==> src/rtl/gen_gamma_pkg.sv <==
// Shared types and helpers for the pipelined gamma decoder subtractor.
package gen_gamma_pkg;

    typedef struct packed {
        logic carry;
        logic borrow;
    } sub_flags_t;

    // ceil((width+1)/chunk): A is one bit wider than the result
    function automatic int stages_f(input int width, input int chunk);
        return (width + chunk) / chunk;
    endfunction

endpackage

==> src/rtl/gamma_sub_stage.sv <==
// One CHUNK-bit slice of the pipelined subtractor with its borrow,
// operand, partial-result and tag registers plus elastic handshake.
module gamma_sub_stage
    import gen_gamma_pkg::*;
#(
    parameter int W1    = 9,
    parameter int CHUNK = 4,
    parameter int K     = 0,
    parameter int TAG_W = 4
) (
    input  logic             clk,
    input  logic             rst_n,
    input  logic             in_valid,
    output logic             in_ready,
    input  logic [W1-1:0]    in_a,
    input  logic [W1-1:0]    in_b,
    input  logic [W1-1:0]    in_d,
    input  logic             in_bo,
    input  logic [TAG_W-1:0] in_tag,
    output logic             out_valid,
    input  logic             out_ready,
    output logic [W1-1:0]    out_a,
    output logic [W1-1:0]    out_b,
    output logic [W1-1:0]    out_d,
    output logic             out_bo,
    output logic [TAG_W-1:0] out_tag
);

    localparam int LO = K * CHUNK;
    // the top slice may be narrower than CHUNK
    localparam int SW = ((W1 - LO) < CHUNK) ? (W1 - LO) : CHUNK;

    logic [SW:0]       w_sub;
    logic [W1-1:0]     w_d;

    logic              r_valid;
    logic [W1-1:0]     r_a;
    logic [W1-1:0]     r_b;
    logic [W1-1:0]     r_d;
    logic              r_bo;
    logic [TAG_W-1:0]  r_tag;

    assign w_sub = {1'b0, in_a[LO +: SW]}
                 - {1'b0, in_b[LO +: SW]}
                 - {{SW{1'b0}}, in_bo};

    always_comb begin
        w_d           = in_d;
        w_d[LO +: SW] = w_sub[SW-1:0];
    end

    assign in_ready = !r_valid || out_ready;

    always_ff @(posedge clk or negedge rst_n) begin
        if (!rst_n) begin
            r_valid <= 1'b0;
            r_a     <= '0;
            r_b     <= '0;
            r_d     <= '0;
            r_bo    <= 1'b0;
            r_tag   <= '0;
        end else if (in_ready) begin
            r_valid <= in_valid;
            if (in_valid) begin
                r_a   <= in_a;
                r_b   <= in_b;
                r_d   <= w_d;
                r_bo  <= w_sub[SW];
                r_tag <= in_tag;
            end
        end
    end

    assign out_valid = r_valid;
    assign out_a     = r_a;
    assign out_b     = r_b;
    assign out_d     = r_d;
    assign out_bo    = r_bo;
    assign out_tag   = r_tag;

endmodule

==> src/rtl/gamma_sub_pipe.sv <==
// Pipelined A - B for the gamma decoder, one CHUNK slice per stage.
// Define SUB_SATURATE_EN to clamp out_diff on borrow/overflow.
module gamma_sub_pipe
    import gen_gamma_pkg::*;
#(
    parameter int WIDTH = 8,
    parameter int CHUNK = 4,
    parameter int TAG_W = 4
) (
    input  logic             clk,
    input  logic             rst_n,
    input  logic             in_valid,
    output logic             in_ready,
    input  logic [WIDTH:0]   in_a,
    input  logic [WIDTH-1:0] in_b,
    input  logic [TAG_W-1:0] in_tag,
    output logic             out_valid,
    input  logic             out_ready,
    output logic [WIDTH-1:0] out_diff,
    output logic             out_carry,
    output logic             out_borrow,
    output logic [TAG_W-1:0] out_tag
);

    localparam int W1     = WIDTH + 1;
    localparam int STAGES = stages_f(WIDTH, CHUNK);

    logic             w_valid [STAGES+1];
    logic             w_ready [STAGES+1];
    logic [W1-1:0]    w_a     [STAGES+1];
    logic [W1-1:0]    w_b     [STAGES+1];
    logic [W1-1:0]    w_d     [STAGES+1];
    logic             w_bo    [STAGES+1];
    logic [TAG_W-1:0] w_tag   [STAGES+1];
    logic             w_unused;
    sub_flags_t       w_flags;
    logic [WIDTH-1:0] w_diff;

    assign w_valid[0]      = in_valid;
    assign w_a[0]          = in_a;
    assign w_b[0]          = {1'b0, in_b};
    assign w_d[0]          = '0;
    assign w_bo[0]         = 1'b0;
    assign w_tag[0]        = in_tag;
    assign w_ready[STAGES] = out_ready;
    assign in_ready        = w_ready[0];

    for (genvar k = 0; k < STAGES; k++) begin : g_stage
        gamma_sub_stage #(
            .W1    (W1),
            .CHUNK (CHUNK),
            .K     (k),
            .TAG_W (TAG_W)
        ) u_stage (
            .clk       (clk),
            .rst_n     (rst_n),
            .in_valid  (w_valid[k]),
            .in_ready  (w_ready[k]),
            .in_a      (w_a[k]),
            .in_b      (w_b[k]),
            .in_d      (w_d[k]),
            .in_bo     (w_bo[k]),
            .in_tag    (w_tag[k]),
            .out_valid (w_valid[k+1]),
            .out_ready (w_ready[k+1]),
            .out_a     (w_a[k+1]),
            .out_b     (w_b[k+1]),
            .out_d     (w_d[k+1]),
            .out_bo    (w_bo[k+1]),
            .out_tag   (w_tag[k+1])
        );
    end

    // operands are fully consumed by the last slice
    assign w_unused = ^{w_a[STAGES], w_b[STAGES]};

    assign w_flags.carry  = w_d[STAGES][WIDTH];
    assign w_flags.borrow = w_bo[STAGES];

`ifdef SUB_SATURATE_EN
    always_comb begin
        w_diff = w_d[STAGES][WIDTH-1:0];
        if (w_flags.borrow) begin
            w_diff = '0;
        end else if (w_flags.carry) begin
            w_diff = '1;
        end
    end
`else
    assign w_diff = w_d[STAGES][WIDTH-1:0];
`endif

    assign out_valid  = w_valid[STAGES];
    assign out_diff   = w_diff;
    assign out_carry  = w_flags.carry;
    assign out_borrow = w_flags.borrow;
    assign out_tag    = w_tag[STAGES];

endmodule

==> config.mk <==
export PLATFORM = sky130hd
export DESIGN_NAME = gamma_sub_pipe
export DESIGN_NICKNAME = d
export VERILOG_FILES = /design/src/rtl/gen_gamma_pkg.sv /design/src/rtl/gamma_sub_stage.sv /design/src/rtl/gamma_sub_pipe.sv
export SDC_FILE = /design/constraint.sdc
export NUM_CORES = 1
export LEC_CHECK = 0
export CORE_MARGIN = 10
export CORE_UTILIZATION = 50
export CTS_BUF_LIST = sky130_fd_sc_hd__clkbuf_4 sky130_fd_sc_hd__clkbuf_8 sky130_fd_sc_hd__clkbuf_16
export DETAILED_ROUTE_END_ITERATION = 8
export PLACE_DENSITY = 0.77
export SYNTH_ARGS = -nofsm -noshare
export SYNTH_HDL_FRONTEND = slang
export SYNTH_SLANG_ARGS = --single-unit
==> constraint.sdc <==
create_clock -name clk -period 7.3 [get_ports clk]
set_clock_uncertainty 0.2 [all_clocks]
set_input_delay 1.46 -clock clk [delete_from_list [all_inputs] [get_ports clk]]
set_output_delay 1.46 -clock clk [all_outputs]
set_load 0.03 [all_outputs]
After elaboration in Yosys (flattened, before gate mapping)
Cells that the tools add are included.
Widths: inputs -> output; s select.

storage, ports and cells
  bits in registers = 65
  logic and storage cells = 28

operators by class
  add/sub/neg operators = 4
  reductions and logical operators = 9

operators by type and width
  cell              count
  $sub 4x4->5       2
  $reduce_and 2->1  3
  $sub 5x1->5       1
  $logic_not 1->1   3
  $logic_or 1x1->1  3
  $sub 1x1->2       1

Longest topological paths before layout
  depth in word-level cells = 5
  mapped depth = 9

Hierarchy
Synthesis repeated with hierarchy kept, for this count alone.

unflattened totals
  cells, all modules = 283
  area, all modules = 4478.0 um^2

by module, submodules not included
  module                                     times used  cells each  area each (um^2)  seq. area each (um^2)
  gamma_sub_stage at g_stage[0].u_stage ...  2           104         1530.2            825.8
  gamma_sub_stage at g_stage[2].u_stage      1           74          1413.9            825.8
  gamma_sub_pipe                             1           1           3.8               0.0

Least setup slack after synthesis
OpenSTA, ideal clock, no wires.

  kind = input port to output port
  start point = in out_ready
  end point = out in_ready
  data arrival time = 1.863 ns
  required time = 5.640 ns
  setup slack = 3.777 ns
  cell stages on the path = 2
  path buffers = 0
  cells stage by stage = and4b_4 > inv_4

between the ends
  longest elaborated chain between the ends = 3

RTL lines
  item                           line                   RTL
  from (decl)                    gamma_sub_pipe.sv:18   input logic out_ready,
  $logic_or 1x1->1 (3 in a row)  gamma_sub_stage.sv:52  assign in_ready = !r_valid || out_ready;
  to (decl)                      gamma_sub_pipe.sv:13   output logic in_ready,

Every way passes these cells.

Worst setup path after layout
Same ends and word-level chain as after synthesis.

==> results.cfg <==
[run_status]
status = finished clean

[setup_path]
startpoint = out_ready
reg2reg_depth = 9
r2r-start = g_stage[0].u_stage.out_bo
regToRegSetupSlack_ps = 4310
crit_fanout = 4
startpoint_type = input pin
worstPathCellList = clkdlybuf4s50_1, and4b_4, inv_4, clkdlybuf4s50_1
end_kind = output pin
worst-path-buf-inv = 3
cpMostUsedCell = clkdlybuf4s50_1
worst-endpoint-required_ps = 5640
worstSetupEndpoint = in_ready
crit_family = buffers and inverters
arrival_ps = 2990
critPathKind = in -> out
rr_endpoint = g_stage[1].u_stage.out_bo
cpMaxStageDelayCell = clkdlybuf4s50_1
critical_path_cell_count = 4
max_stage_delay_ps = 680

[yosys]
synth_xor_area_frac = 0.0116
synth_sequential_area_ratio = 0.539
yosys-top-cells-count = 49 x dfrtp_1, 29 x mux2_2, 21 x inv_1
synth_edf_count = 0
syn_inst = 171
synth_compound_area_frac = 0.0605
synth_top_cells_by_area = dfrtp_1 54%, mux2_2 14%, ha_1 6.1%, mux2_4 4.0%, inv_1 3.5%
yosys.area.top_type_share = 0.539
syn_area_per_cell_sq_um = 13.3
synth_top_family_by_area = multiplexers
yosys.area_share.simple = 0.0572
yosysTopAreaCell = dfrtp_1
ys_ff_latch = 49
synthMuxAreaShare = 0.196
synth_nets = 210
synth_cell_types = 31
synth_fa_ha_area_frac = 0.0869
synth_ff_type = dfrtp_1
synth_most_common_cell = dfrtp_1
ys_async_sr_fraction = 1.00
ys_warn_count = 0
syn_area_sq_mm = 0.00227

[placed_design]
gp_congestion = 0.777
dp_hpwl_mm = 3.18
placed_area_sq_mm = 0.00271
port_buffers = 40

[global_routing]
grt_use_met3 = 0.0346
grt_pass1_vias = 1552
grtUsageMet2 = 0.193
busiest_layer = met2
grt_usage = 0.114
grt_max_degree = 50
gr-total-overflow = 0
grt_use_met1 = 0.129
grt_pass1_wl_mm = 6.99
antenna_found_initial = 0

[sta]
rsz0062_at_grt = no
period_share = 0.636
hold_viol = 0
fin_crit_ps = 4650
tightest_slew_ps = 1050
setup_viol = 0
setup-tns-final_ps = 0
hold_ws_ps = 306
finalMaxSlewViolations = 0
max_clock_freq_mhz = 215
slew_headroom = 0.303

[die]
die_h_um = 87.5
die_w_um = 87.5
die_area_sq_mm = 0.00765
initial_core_util = 0.519
core_sq_mm = 0.00438
ios = 41
fp-row-count = 24

[cells_and_area]
finish.instance_area_sq_mm = 0.00285
fillers = 331
nNetsFinal = 253
antenna_cells = 0
layout-drive-gt1-share = 0.223
area_delta_synth_final_pct = 25.2

[clock_tree]
cts_max_level = 2
numCtsBuffers = 5
cts_tree = yes
cts_buffer_depth = 2
cts_sinks = 49
cts-root-buf = clkbuf_8
ctsResizeCount = 0
post-cts-setup-buffer-count = 0
cts_hold_buf = 0
clkTransAtPathRegs_ps = 90
clk_latency_ps = 300

[detailed_routing]
vias = 1384
vias_per_cell = 5.18
drc_errors = 0
drt_iter0_drc = 68
drt_wl_total_mm = 4.10
final_antenna_net_count = 0
dr.pass1.iters = 4
wl_per_cell_um = 15.4

[min_path]
min-delay-path-class = reg -> reg
holdCritStartpoint = g_stage[0].u_stage.out_d[2]

[power_and_ir_drop]
irDropWorstVdd_mv = 0.134
leakage_nw = 1.31
power_density_mw_per_mm2 = 340

[run]
maxCapViolCount = 0
==> state kept, by name, indices dropped and copies added (netlist names) <==
signal                     cells
g_stage.u_stage.out_b          4
g_stage.u_stage.out_d         21
g_stage.u_stage.out_tag       12
g_stage.u_stage.out_valid      3
g_stage.u_stage.out_a          6
g_stage.u_stage.out_bo         3
==> power by group <==
group	total, mW	internal, mW	switching (mW)
logic	0.344	0.171	0.173
registers	0.396	0.354	0.0420
clock network	0.229	0.138	0.0908
==> cell families (layout without fill, tap and decap cells) <==
kind of cell	after synthesis	after routing
flops	49	49
mux	38	38
buf+inv	26	70
compound gates	23	23
simple gates	18	18
fa+ha+maj	14	14
xor+xnor	3	3
==> layer usage <==
metal	part of all wire	vias to the layer above
met4	0.011	0
met5	0	-
met2	0.50	31
li1	-	669
met1	0.43	680
met3	0.052	4
==> through the flow <==
stage	setup slack [ps]	util	instances	power [mW]
after floorplan	3780	-	171	0.615
after global placement	2690	0.618	259	0.733
after detailed placement	2660	0.618	259	0.755
after CTS	2640	0.650	267	0.983
after global routing	2610	0.650	267	1.03
final	2650	0.650	267	0.968
==> how the worst min path moves through the flow <==
stage                                    endpoint  cells past startpoint
global placement    g_stage[2].u_stage.out_tag[2]                      1
detailed placement  g_stage[0].u_stage.out_tag[1]                      1
finish                g_stage[0].u_stage.out_d[2]                      1
floorplan             g_stage[0].u_stage.out_d[3]                      2
CTS                   g_stage[0].u_stage.out_d[2]                      1
global route          g_stage[2].u_stage.out_d[4]                      1
==> cells in the final DEF, fill, tap and decap left out, types with 2 or more instances in the layout <==
master           netlist  final
a21oi_1                2      2
and3b_1                2      2
bufinv_16              0      2
clkbuf_8               0      5
clkdlybuf4s50_1        0     39
dfrtp_1               49     49
fa_1                   3      3
ha_1                  11     11
inv_1                 21     21
mux2_2                29     29
mux2_4                 6      6
mux2i_1                3      3
nand2_1                5      5
nand2b_1               3      3
nand3b_1               2      2
o21ai_0               12     12
o31ai_1                3      3
xnor2_1                3      3
==> worst register-to-register path, cell delays in order (launching register included) <==
cell       delay (ps)
dfrtp_1           350
inv_1              70
fa_1              570
inv_1              50
ha_1              180
or2_2             300
fa_1              420
nand2b_1          180
a2111oi_0         450
a211oi_1          110
==> area by class of cell <==
type	instances	area, sq um	share of cell area
Tap cell	52	65.1	0.0228
Timing Repair Buffer	40	395	0.139
Inverter	22	85.1	0.0299
Clock inverter	3	68.8	0.0242
Multi-Input combinational cell	96	938	0.330
Sequential cell	49	1230	0.431
Clock buffer	5	68.8	0.0242
No activity file was read; power rests on OpenSTA's default activity.
==> edit 1: new RTL, config.mk and constraints unchanged <==
Add a define of `SUB_SATURATE_EN`.
--- a/src/rtl/gamma_sub_pipe.sv
+++ b/src/rtl/gamma_sub_pipe.sv
@@ -1,5 +1,7 @@
 // Pipelined A - B for the gamma decoder, one CHUNK slice per stage.
 // Define SUB_SATURATE_EN to clamp out_diff on borrow/overflow.
+`define SUB_SATURATE_EN
+
 module gamma_sub_pipe
     import gen_gamma_pkg::*;
 #(
Function: changed (a bounded check fails within 4 cycles, from zero or initial values and one cycle with rst_n low).
==> edit 1 against the original RTL <==
Sequential cell count did not move; routed wire length fell by 4.8%; non-clock buffer count did not move; critical endpoint unchanged; total power rose by 0.38%; critical path type unchanged; final area rose by 0.13%; area after synthesis rose by 2.6%; worst setup slack got worse by 0.0029 ns.
==> edit 1: results (changes against the original RTL) <==
Routability cong. -> 0.770 (-0.87%)
Leak Pwr -> 1.31 nW (-0.31%)
Synth unique cells -> 32 (+3.2%)
DRT Wirelength -> 3910 um (-4.8%)
Placed cell area -> 2770 um^2 (+2.0%)
Layout cells sized above 1 -> 21.8% (-0.49 points)
DR WL/cell -> 13.9 um (-9.6%)
Max frequency -> 0.215 GHz (about the same)
Cells after Synth -> 186 (+8.8%)
Drt initial violations -> 61 (-10%)
HPWL Detailed -> 3100 um (-2.8%)
Drt first pass iters -> 4 (unchanged)
Adder-Cell Fraction of Synth Area -> 8.47% (-0.22 points)
Top post-synthesis cells by area -> dfrtp_1, mux2_2, ha_1, mux2_4, inv_1
Vias in the first global route -> 1561 (+0.58%)
Total CTS buffers -> 5 (unchanged)
CP Max Fanout -> 5 (+1)
IR drop worst, VDD -> 158 uV (+18%)
Status -> completed
Synth Area in Compound Gates -> 5.90% (-0.15 points)
Worst slack at placement -> 2.66 ns (+0.00524 ns)
Sequential area share after synthesis -> 52.5% (-1.4 points)
Hold WS -> 0.308 ns (+0.00231 ns)
Critical-path top delay cell -> clkdlybuf4s50_1
All-layer global routing usage -> 11.0% (-0.47 points)
Vias after detailed routing -> 1464 (+5.8%)
Fin nets -> 267 (+5.5%)
Slew HR -> 29.9% (-0.43 points)
Most frequent cells after synthesis -> dfrtp_1, mux2_2, inv_1
XOR/XNOR share of the synthesized area -> 1.13% (-0.029 points)
Yosys warns -> 0 (unchanged)
Mux contribution to synthesized area -> 19.2% (-0.39 points)
-- edit 1: final timing paths --
path	cells past startpoint	from	endpoint
hold reg to reg	1	g_stage[1].u_stage.out_tag[2]$_DFFE_PN0P_	g_stage[1].u_stage.out_tag[2]$_DFFE_PN0P_
max in group asynchronous	1	rst_n	g_stage[1].u_stage.out_bo$_DFFE_PN0P_
setup / recovery	4	out_ready	in_ready
hold / removal	1	g_stage[1].u_stage.out_tag[2]$_DFFE_PN0P_	g_stage[1].u_stage.out_tag[2]$_DFFE_PN0P_
min in group asynchronous	1	rst_n	g_stage[0].u_stage.out_d[3]$_DFFE_PN0P_
setup reg to reg	9	g_stage[0].u_stage.out_bo$_DFFE_PN0P_	g_stage[1].u_stage.out_bo$_DFFE_PN0P_
-- edit 1: kinds of logic (layout without fill, tap and decap cells) --
logic type               after synthesis  in the layout
AO/OA/AOI/OAI                         23             23
adder cells (fa/ha/maj)               14             14
multiplexers                          38             38
XOR/XNOR                               3              3
flip-flops                            49             49
buffers and inverters                 25             68
AND/OR/NAND/NOR                       34             34
-- edit 1: area by class of cell --
class / count / area, um^2
clock buffer: 6 / 76.3
clock inverter: 2 / 10.0
fill: 368 / 1590
inverter: 20 / 77.6
multi-input combinational: 112 / 1000
sequential: 49 / 1230
tap: 52 / 65.1
timing repair buffer: 40 / 395
-- edit 1: critical path: cells and delay by family --
family                 cells  cell delay (ns)
buffers and inverters      3             1.27
and+or+nand+nor            1             0.25
-- edit 1: report_power, final --
group / leakage, nW / switching, mW / internal (mW)
Clock: 0.0484 / 0.0843 / 0.0702
Combinational: 0.679 / 0.207 / 0.201
Sequential: 0.577 / 0.0560 / 0.354
Total: 1.31 / 0.347 / 0.625
-- edit 1: routing by layer --
metal	track usage, %	share of wire [%]	vias to the layer above
met2	18.4	46	42
met3	3.77	6.1	5
li1	-	-	720
met4	3.52	1.1	0
met5	0	0	-
met1	12.9	47	697
==> edit 2: new RTL, same flow settings <==
Without the edit above. Make the reset (`rst_n`) synchronous in one clocked block.
--- a/src/rtl/gamma_sub_stage.sv
+++ b/src/rtl/gamma_sub_stage.sv
@@ -51,7 +51,7 @@
 
     assign in_ready = !r_valid || out_ready;
 
-    always_ff @(posedge clk or negedge rst_n) begin
+    always_ff @(posedge clk) begin
         if (!rst_n) begin
             r_valid <= 1'b0;
             r_a     <= '0;
Function: differs if rst_n is asserted again (counterexample within 4 cycles, from zero or initial values and one cycle with rst_n low); with rst_n held inactive, the same outputs for 10 cycles.
==> edit 2 against the original RTL <==
Global-route usage is 0.38 points higher; critical path type unchanged; sequential cell count stayed put; critical path depth is 1 lower; final area is 7.0% lower; area after synthesis is 5.5% lower; routed wire length is 0.12% higher; worst setup slack better by 0.15 ns.
Power is not compared: it rests on default switching activity, and its combinational part moved more than twofold at a synthesized area within 25%.
==> edit 2: results (changes against the original RTL) <==
Status -> completed
Hold Vio Cnt, Final -> 0 (unchanged)
Crit path DAT -> 2.84 ns (-0.15 ns)
Hold Crit Class -> reg -> reg
Synth unique cells -> 27 (-13%)
Fin nets -> 320 (+26%)
H-Tree Level Count -> 2 (unchanged)
Syn_nets -> 285 (+36%)
Vias per Instance -> 4.98 (-4.0%)
Leak Pwr -> 1.05 nW
All-layer global routing usage -> 11.8% (+0.38 points)
Sequential area share after synthesis -> 45.6% (-8.3 points)
HPWL Detailed -> 3050 um (-4.1%)
IR drop worst, VDD -> 119 uV
Drt initial violations -> 78 (+15%)
Routability cong. -> 0.833 (+7.2%)
First-pass GRT wire length -> 7250 um (+3.7%)
Slew of the pin with the lowest slew margin -> 0.682 ns (-0.364 ns)
Largest net degree at the start of global routing -> 54 (+8.0%)
Antenna cell count -> 0 (unchanged)
Top post-synthesis cells by area -> dfxtp_1, nand2_1, a21boi_0, ha_1, fa_1
Initial antenna violation count -> 0 (unchanged)
CTS Root Cell -> clkbuf_8
Vias in the first global route -> 1673 (+7.8%)
Yosys warns -> 0 (unchanged)
Drt first pass iters -> 4 (unchanged)
Max clock buf depth -> 2 (unchanged)
Clock transition at path regs -> 0.08 ns
Layout cells sized above 1 -> 3.87% (-18 points)
CP Max Fanout -> 6 (+2)
Top FF cell, synth -> dfxtp_1
Setup bufs post-CTS -> 0 (unchanged)
Max FFs per register -> 21 (unchanged)
Clk_lat worst skew -> 0.30 ns (about the same)
DRT Wirelength -> 4110 um (+0.12%)
FFs w/ async S/R, synth -> 0% (-100 points)
IO buf count -> 40 (unchanged)
# resized after CTS -> 0 (unchanged)
Total CTS buffers -> 5 (unchanged)
Most frequent cells after synthesis -> nand2_1, dfxtp_1, a21boi_0
[edit 2: cell types whose count changed after synthesis, moves of 3 or more]
cell / unedited run / this run
clkbuf_1: 1 / 6
mux2i_1: 3 / 0
nand3_1: 0 / 6
o21ai_0: 12 / 2
o31ai_1: 3 / 0
nand2_1: 5 / 84
o211a_1: 0 / 4
a21boi_0: 1 / 40
mux2_2: 29 / 0
dfxtp_1: 0 / 49
mux2_4: 6 / 0
inv_1: 21 / 15
dfrtp_1: 49 / 0
[edit 2: cell families after synthesis]
logic type | count (synthesis) | share of synthesized area, %
AOI/OAI and AO/OA | 55 | 19.1
xor gates and xnor gates | 3 | 1.22
DFF | 49 | 45.6
buffers and inverters | 28 | 6.00
adders and majority gates | 12 | 8.03
and+or+nand+nor | 101 | 20.0
[edit 2: final cells by class]
class | instances | area [um^2]
Clock inverter | 1 | 5.00
Multi-Input combinational cell | 171 | 1040
Inverter | 15 | 56.3
Sequential cell | 49 | 981
Timing Repair Buffer | 41 | 408
Tap cell | 50 | 62.6
Clock buffer | 7 | 96.3
Fill cell | 371 | 1440
[edit 2: worst paths after layout]
path                                                 end  slack [ns]                              startpoint  cells past startpoint
setup reg to reg  g_stage[1].u_stage.out_bo$_SDFFE_PN0P_        5.10  g_stage[0].u_stage.out_bo$_SDFFE_PN0P_                      7
hold reg to reg   g_stage[0].u_stage.out_bo$_SDFFE_PN0P_        0.26  g_stage[0].u_stage.out_bo$_SDFFE_PN0P_                      2
setup / recovery                                in_ready        2.80                               out_ready                      3
hold / removal    g_stage[0].u_stage.out_bo$_SDFFE_PN0P_        0.26  g_stage[0].u_stage.out_bo$_SDFFE_PN0P_                      2
[edit 2: per-stage QoR]
step / util (%) / worst slack (ns) / instances / area [um^2] / hold WS, ns
2_1_floorplan: - / 3.81 / 248 / 2150 / 0.234
3_3_place_gp: 62.3 / 2.81 / 326 / 2550 / 0.251
3_5_place_dp: 62.3 / 2.80 / 326 / 2550 / 0.247
4_1_cts: 64.8 / 2.80 / 334 / 2650 / 0.261
5_1_grt: 64.8 / 2.73 / 334 / 2650 / 0.282
6_report: 64.8 / 2.80 / 334 / 2650 / 0.257
[edit 2: metal layers]
metal  global-route usage, %  routed length, um  vias to the layer above
met1                    13.0               1850                      747
met5                       0                  0                        -
met2                    19.6               1880                       34
li1                        -                  -                      876
met3                    4.73                294                        5
met4                    5.39                 78                        0
[edit 2: where the power goes]
part / internal [mW] / leakage (nW) / switching (mW) / total, mW
Sequential: 0.279 / 0.400 / 0.00676 / 0.286
Combinational: 0.0347 / 0.599 / 0.0330 / 0.0678
Clock: 0.0856 / 0.0542 / 0.0842 / 0.170
[edit 2: critical path: stages]
cell	delay, ns
clkdlybuf4s50_1	0.48
nand4b_2	0.18
clkdlybuf4s50_1	0.71
